### src/rtl/y_buf_argmax_rd.sv
// Argmax reader for the MLP y buffer: streams CLASS_NUM FP32 scores per image and emits {img, label, score}.
// Optional macro Y_RD_TIE_LAST_EN: ties resolve to the highest class index instead of the lowest.
module y_buf_argmax_rd #(
    parameter int IMG_NUM          = 1,
    parameter int CLASS_NUM        = 10,
    parameter int Y_BUF_DATA_WIDTH = 32,
    parameter int Y_BUF_DEPTH      = 10*IMG_NUM*4,
    parameter int ADDR_STEP        = 4,
    localparam int AW = $clog2(Y_BUF_DEPTH),
    localparam int IW = (IMG_NUM > 1) ? $clog2(IMG_NUM) : 1,
    localparam int LW = $clog2(CLASS_NUM)
) (
    input  logic                        clk,
    input  logic                        rst,
    input  logic                        start_i,
    output logic                        busy_o,
    output logic                        done_o,
    output logic                        y_rd_en,
    output logic [AW-1:0]               y_rd_addr,
    input  logic [Y_BUF_DATA_WIDTH-1:0] y_rd_data,
    output logic                        res_valid,
    input  logic                        res_ready,
    output logic [IW-1:0]               res_img,
    output logic [LW-1:0]               res_label,
    output logic [Y_BUF_DATA_WIDTH-1:0] res_score
);
    localparam int W = Y_BUF_DATA_WIDTH;
    localparam logic [W-1:0] SIGN = {1'b1, {(W-1){1'b0}}};

    if (IMG_NUM*CLASS_NUM*ADDR_STEP > Y_BUF_DEPTH) begin : g_depth_chk
        $error("y_buf_argmax_rd: IMG_NUM*CLASS_NUM*ADDR_STEP exceeds Y_BUF_DEPTH");
    end

    typedef enum logic [2:0] {IDLE, READ, LAST, OUT, DONE} state_t;

    state_t        state_q, state_d;
    logic [IW-1:0] img_q, img_d;
    logic [LW-1:0] cls_q, cls_d;
    logic          pend_q, pend_d;
    logic [LW-1:0] cmp_idx_q, cmp_idx_d;
    logic [W-1:0]  best_key_q, best_key_d;
    logic [LW-1:0] best_idx_q, best_idx_d;
    logic [W-1:0]  cur_key;
    logic          win;

    // Monotonic unsigned key so an integer compare orders IEEE-754 values.
    assign cur_key = y_rd_data[W-1] ? ~y_rd_data : (y_rd_data ^ SIGN);

`ifdef Y_RD_TIE_LAST_EN
    assign win = (cur_key >= best_key_q);
`else
    assign win = (cur_key > best_key_q);
`endif

    always_comb begin
        state_d    = state_q;
        img_d      = img_q;
        cls_d      = cls_q;
        pend_d     = 1'b0;
        cmp_idx_d  = cmp_idx_q;
        best_key_d = best_key_q;
        best_idx_d = best_idx_q;

        // Data returned for the previous cycle's read is folded in here.
        if (pend_q && ((cmp_idx_q == '0) || win)) begin
            best_key_d = cur_key;
            best_idx_d = cmp_idx_q;
        end

        case (state_q)
            IDLE: begin
                if (start_i) begin
                    state_d = READ;
                    img_d   = '0;
                    cls_d   = '0;
                end
            end
            READ: begin
                pend_d    = 1'b1;
                cmp_idx_d = cls_q;
                if (cls_q == LW'(CLASS_NUM-1)) state_d = LAST;
                else                           cls_d   = cls_q + 1'b1;
            end
            LAST: state_d = OUT;
            OUT: begin
                if (res_ready) begin
                    if (img_q == IW'(IMG_NUM-1)) begin
                        state_d = DONE;
                    end else begin
                        state_d = READ;
                        img_d   = img_q + 1'b1;
                        cls_d   = '0;
                    end
                end
            end
            DONE:    state_d = IDLE;
            default: state_d = IDLE;
        endcase
    end

    always_ff @(posedge clk) begin
        if (rst) begin
            state_q    <= IDLE;
            img_q      <= '0;
            cls_q      <= '0;
            pend_q     <= 1'b0;
            cmp_idx_q  <= '0;
            best_key_q <= '0;
            best_idx_q <= '0;
        end else begin
            state_q    <= state_d;
            img_q      <= img_d;
            cls_q      <= cls_d;
            pend_q     <= pend_d;
            cmp_idx_q  <= cmp_idx_d;
            best_key_q <= best_key_d;
            best_idx_q <= best_idx_d;
        end
    end

    assign busy_o    = (state_q == READ) || (state_q == LAST) || (state_q == OUT);
    assign done_o    = (state_q == DONE);
    assign y_rd_en   = (state_q == READ);
    assign y_rd_addr = y_rd_en ? AW'((32'(img_q) * CLASS_NUM + 32'(cls_q)) * ADDR_STEP) : '0;
    assign res_valid = (state_q == OUT);
    assign res_img   = res_valid ? img_q : '0;
    assign res_label = res_valid ? best_idx_q : '0;
    // Invert the order key back to the raw score bits.
    assign res_score = !res_valid ? '0 :
                       best_key_q[W-1] ? (best_key_q ^ SIGN) : ~best_key_q;
endmodule

### config.mk
export PLATFORM = sky130hd
export DESIGN_NAME = y_buf_argmax_rd
export DESIGN_NICKNAME = d
export VERILOG_FILES = /design/src/rtl/y_buf_argmax_rd.sv
export SDC_FILE = /design/constraint.sdc
export NUM_CORES = 1
export LEC_CHECK = 0
export ABC_AREA = 1
export BUFFER_PORTS_ARGS = -buffer_cell sky130_fd_sc_hd__buf_2
export CAP_MARGIN = 40
export CORE_UTILIZATION = 25
export CTS_CLUSTER_SIZE = 10
export DETAILED_ROUTE_END_ITERATION = 6
export SYNTH_ARGS = -nofsm -noshare
export SYNTH_HDL_FRONTEND = slang
export SYNTH_SLANG_ARGS = --single-unit
export TNS_END_PERCENT = 30
### constraint.sdc
create_clock -name clk -period 2.65 [get_ports clk]
set_clock_uncertainty 0.1 [all_clocks]
set_input_delay 0.265 -clock clk [delete_from_list [all_inputs] [get_ports clk]]
set_output_delay 0.265 -clock clk [all_outputs]
set_load 0.1 [all_outputs]
== Word level (Yosys, flattened, before mapping) ==
Cells that the tools add are included.

* Add/subtract/negate cells: 3
* $mul: 1
* Magnitude comparators: 1
* Equality and inequality tests: 10
* Muxes and demuxes: 21
* Bitwise operators: 4
* Reductions and logical operators: 11

{| class="wikitable"
|+ Operator list
! kind !! number
|-
| 32-bit 2-to-1 mux || 3
|-
| 32-bit NOT || 2
|-
| 32-bit > comparator || 1
|-
| 4-bit 2-to-1 mux || 5
|-
| 3-bit 2-to-1 mux || 4
|-
| 3-bit one-hot mux with 4 select lines || 1
|-
| 4-bit one-hot mux with 3 select lines || 1
|-
| 3-bit by 2-bit equality test with 1-bit output (second input constant) || 2
|-
| 6-bit 2-to-1 mux || 1
|-
| 2-bit by 1-bit != test with 1-bit output (second input constant) || 3
|-
| 3-bit AND reduction || 2
|-
| 1-bit 2-to-1 mux || 5
|-
| 5-bit AND reduction || 1
|-
| 4-bit by 1-bit adder with 4-bit output (second input constant) || 1
|-
| 4-bit adder || 1
|-
| 4-bit equality test (second input constant) || 1
|-
| 4-bit logical NOT || 1
|-
| 2-bit != test (second input constant) || 2
|-
| 3-bit by 1-bit equality test with 1-bit output (second input constant) || 1
|-
| 3-bit equality test (second input constant) || 1
|-
| 3-bit logical NOT || 1
|-
| 1-bit logical OR || 3
|-
| 1-bit by 3-bit multiplier with 3-bit output (second input constant) || 1
|-
| 3-bit nonzero test || 1
|-
| other kinds (5) || 6
|}

* Register bits after elaboration: 49
* Input port bits: 36
* Output and inout bits: 47

== Logic depth before layout (Yosys ltp) ==
* Word-level depth: 5
* Gate-level depth with buffers: 21
* Mapped depth without buffers: 18

== Worst setup path after synthesis ==
No wires, ideal clock.

* Kind: flip-flop to output port
* Start point: register state_q[0]
* End point: output res_score[27]
* Arrival time: 4.631 ns
* Slack: -2.346 ns
* Cell stages (with the launch flop): 7
* Cell sequence: dfxtp_1 inv_2 nor3_1 inv_1 buf_2 buf_1 a21oi_1

* Longest elaborated chain between the ends: 2

{| class="wikitable"
|+ Ends and longest elaborated chain
! what !! RTL line !! text
|-
| start, declared || 36 || <nowiki>state_t state_q, state_d;</nowiki>
|-
| start signal, assigned || 111 || <nowiki>state_q <= state_d;</nowiki>
|-
| 3-bit by 2-bit equality test with 1-bit output || 125 || <nowiki>assign res_valid = (state_q == OUT);</nowiki>
|-
| via res_valid || 21 || <nowiki>output logic res_valid,</nowiki>
|-
| 32-bit 2-to-1 mux || 129 || <nowiki>assign res_score = !res_valid ? '0 :</nowiki>
|-
| end, declared || 25 || <nowiki>output logic [Y_BUF_DATA_WIDTH-1:0] res_score</nowiki>
|}

The timed path passes the listed nets, and every way through them passes these cells.

== Worst setup path after layout ==
* Start point: input y_rd_data[31]
* End point: register best_key_q[27]

* Elaborated cells between the ends (all ways): 6
* Those cells by class: order compare: 1; mux: 1; bitwise: 2; reduce/logical: 2

{| class="wikitable"
|+ RTL lines
! what !! RTL line !! text
|-
| start, declared || 20 || <nowiki>input logic [Y_BUF_DATA_WIDTH-1:0] y_rd_data,</nowiki>
|-
| 32-bit 2-to-1 mux || 47 || <nowiki>assign cur_key = y_rd_data[W-1] ? ~y_rd_data : (y_rd_data ^ SIGN);</nowiki>
|-
| via cur_key[23] || 43 || <nowiki>logic [W-1:0] cur_key;</nowiki>
|-
| 32-bit > comparator || 52 || <nowiki>assign win = (cur_key > best_key_q);</nowiki>
|-
| 1-bit logical OR || 65 || <nowiki>if (pend_q && ((cmp_idx_q == '0) || win)) begin</nowiki>
|-
| 1-bit logical AND || 65 ||
|-
| end signal, assigned || 116 || <nowiki>best_key_q <= best_key_d;</nowiki>
|-
| end, declared || 41 || <nowiki>logic [W-1:0] best_key_q, best_key_d;</nowiki>
|}

The timed path passes the listed nets, and every way through them passes these cells.
A chain may end at the register's enable or synchronous reset.

==> summary.md <==
| Metric | Value |
|---|---|
| Most common cell after layout, fill and taps aside | `nand2_1` |
| Hold-fix buffers, CTS | `0` |
| Post-synthesis sequential area ratio | `23.2%` |
| Clock Power Share | `25.1%` |
| Largest net degree at the start of global routing | `41` |
| Post-placement cell count | `895` |
| Via density | `4.18` |
| Area occupied by multi-input gates | `2860 sq um` |
| Crit start category | `input pin` |
| Top Ports | `83` |
| # diodes | `0` |
| Number of synthesized register bits | `48` |
| Crit end category | `flip-flop` |
| Fmax achieved | `425 MHz` |
| Power Internal | `1.66 mW` |
| Critical Path, Cell by Cell | `buf_2 -> buf_4 -> xnor2_1 -> inv_1 -> ha_1 -> nand2_1 -> nor2_2 -> nand4_1 -> nor2_1 -> nand2_1 -> nand2_2 -> nand2_4 -> nand2_8 -> buf_4 -> nand3_2 -> nand2_1 -> nor2_1` |
| Nets | `756` |
| Num CTS Buffers | `5` |
| Crit Path Max Fanout | `12` |
| Vias in the first global route | `3,537` |
| Util after Layout | `33.3%` |
| Synthesis-to-finish area growth | `29.2%` |
| Core Box Area | `16,100 sq um` |
| Hold slack final | `0.145 ns` |
| PortBufs | `79` |
| Layout Cells excl Fill | `903` |
| Slew Viols, Final | `0` |
| Gr ovfl total | `0` |
| GRT Total Usage | `12.8%` |
| Setup Viol. Count Final | `0` |
| Crit Path Category | `input pin to flip-flop` |
| Fill count | `1,747` |
| Sw power | `1.28 mW` |
| Combinational share of power | `45.0%` |
| Cell taking the most area after synthesis | `dfxtp_1` |
| Min Tclk post-route | `2.35 ns` |
| Synth Warn # | `0` |
| Hold/Removal Path Class | `input pin to flip-flop` |
| Top cells by area, synth | `dfxtp_1 23%, nand2_1 13%, ha_1 10%, a21oi_1 9.9%, inv_1 8.2%` |
| Instance count of the mapped netlist | `605` |
| Worst-margin pin slew | `0.569 ns` |
| Chip Width | `131 um` |
| Status | `complete, no violations` |
| Fraction of registers with async set or reset after synthesis | `0%` |
| Antenna-violating nets left | `0` |
| Worst path most repeated cell | `nand2_1` |
| Slowest library cell on the worst path | `ha_1` |
| Initial Util | `25.8%` |
| Slew margin rel. | `62.1%` |
| CTS tree | `done` |
| Mapped Area | `4140 sq um` |
| 1st-iter DRT viols | `142` |
| Leak pwr | `2.44 nW` |
| Drt drc | `0` |
| Sw frac | `43.4%` |
| Vias | `3,774` |
| Setup Fix Bufs, Post-CTS | `0` |
| Pre-Repair DR Iteration Count | `4` |
| Clk root buf | `clkbuf_16` |
| Placed Area | `5190 sq um` |
| Ys flop type | `dfxtp_1` |
| Most frequent cells in the layout | `139 x nand2_1, 89 x inv_1, 77 x buf_2, 52 x a21oi_1, 52 x nor2_1` |
| Die height | `131 um` |
| Setup_tns | `0 ns` |
| Share of layout cells above drive strength 1 | `30.9%` |
| Clk slew on worst S/H paths | `0.06 ns` |
| H-tree Lvls | `2` |
| Clock sinks | `48` |
| Dpl hpwl | `7560 um` |
| Die area | `17,100 sq um` |
| Final Hold Vio Count | `0` |
| Storage cell area | `968 sq um` |
| First-pass GRT wire length | `16,900 um` |
| Syn Area/Cell | `6.85 sq um` |
| Clk buf depth | `2` |
| Design Area, Final | `5350 sq um` |
| Max Cap Viol | `0` |
| Clk_lat worst skew | `0.30 ns` |
| Initial antenna violation count | `0` |
| Max incr delay on CP | `0.32 ns` |
| Drt total wl | `10,500 um` |
| CP required | `2.73 ns` |
| Worst vdd ir | `0.402 mV` |
| RSZ-0062 raised after global routing | `no` |
| Row cnt | `46` |
| Pwr dens | `549 nW/um^2` |
| Post-synth EDFFs | `0` |
| Gp weighted congestion | `0.765` |
| Worst EP arrival | `2.44 ns` |
| Unique masters post-synth | `38` |
| Routed len/inst | `11.6 um` |
| # resized after CTS | `0` |
| Sequential Power Share | `29.9%` |
| Yosys top cell area share | `23.2%` |
| Post-route clock period utilization | `88.8%` |
## synthesized netlist by cell type, drive strengths merged (2+ instances only)
library cell and instances:
nand2 142, inv 95, a21oi 85, nor2 63
dfxtp 48, nand3 44, ha 34, xnor2 31
buf 26, clkbuf 13, o21ai 7, nand4 3
nor3 3, a21o 2, nor3b 2
## logic make-up (layout without fill, tap and decap cells)
logic type               count (synthesis)  after routing  synth area share, %
AO/OA/AOI/OAI                           98             98                 12.7
flip-flops                              48             48                 23.2
AND/OR/NAND/NOR                        258            258                 30.3
other                                    1              3               0.0905
buffers and inverters                  134            214                 16.7
XOR/XNOR                                32             32                 6.76
adder cells (fa/ha/maj)                 34             34                 10.3
## layout make-up
cell class                      instances  area share [%]
Timing Repair Buffer                  111            13.6
Inverter                               95            6.69
Sequential cell                        48            18.1
Tap cell                              216            5.05
Clock inverter                          2           0.655
Multi-Input combinational cell        425            53.5
Clock buffer                            6            2.41
## path summary, 6_finish.rpt
| kind | cells after the start | slack (ns) | startpoint | end |
|---|---|---|---|---|
| setup reg to reg | 13 | 0.48 | best_key_q[15]$_SDFFE_PP0P_ | best_key_q[21]$_SDFFE_PP0P_ |
| hold / removal | 2 | 0.15 | rst | cmp_idx_q[2]$_SDFFE_PP0P_ |
| hold reg to reg | 2 | 0.37 | cmp_idx_q[2]$_SDFFE_PP0P_ | cmp_idx_q[2]$_SDFFE_PP0P_ |
| setup / recovery | 17 | 0.30 | y_rd_data[31] | best_key_q[27]$_SDFFE_PP0P_ |
## critical path: cells and delay by family
family                     cells  cell delay, ns
buffers and inverters          4            0.67
adders and majority gates      1            0.32
and+or+nand+nor               11            0.98
xor gates and xnor gates       1            0.17
## per-stage QoR
stage,power (mW),setup slack (ns)
floorplan,1.99,-0.424
global placement,2.22,0.0176
detailed placement,2.23,-0.00728
CTS,2.98,0.289
global route,3.16,0.0802
finish,2.94,0.298
## power by group through the flow
stage | Combinational (mW) | Sequential, mW | Clock (mW)
6_report | 1.32 | 0.879 | 0.737
5_1_grt | 1.48 | 0.892 | 0.788
4_1_cts | 1.34 | 0.879 | 0.766
3_5_place_dp | 1.33 | 0.895 | 0
3_3_place_gp | 1.32 | 0.895 | 0
2_1_floorplan | 1.14 | 0.857 | 0
## state kept, by name, summed over array words and instances, names as in the netlist
register    flops
best_idx_q      4
cmp_idx_q       4
cls_q           4
state_q         3
pend_q          1
best_key_q     32
## layer usage
layer | global-route usage, % | vias to the layer above | part of all wire, %
li1 | - | 2042 | -
met1 | 16.3 | 1656 | 48
met2 | 21.4 | 62 | 45
met3 | 3.22 | 14 | 5.2
met4 | 3.58 | 0 | 1.3
met5 | 0 | - | 0
(Power assumes the default switching activity.)
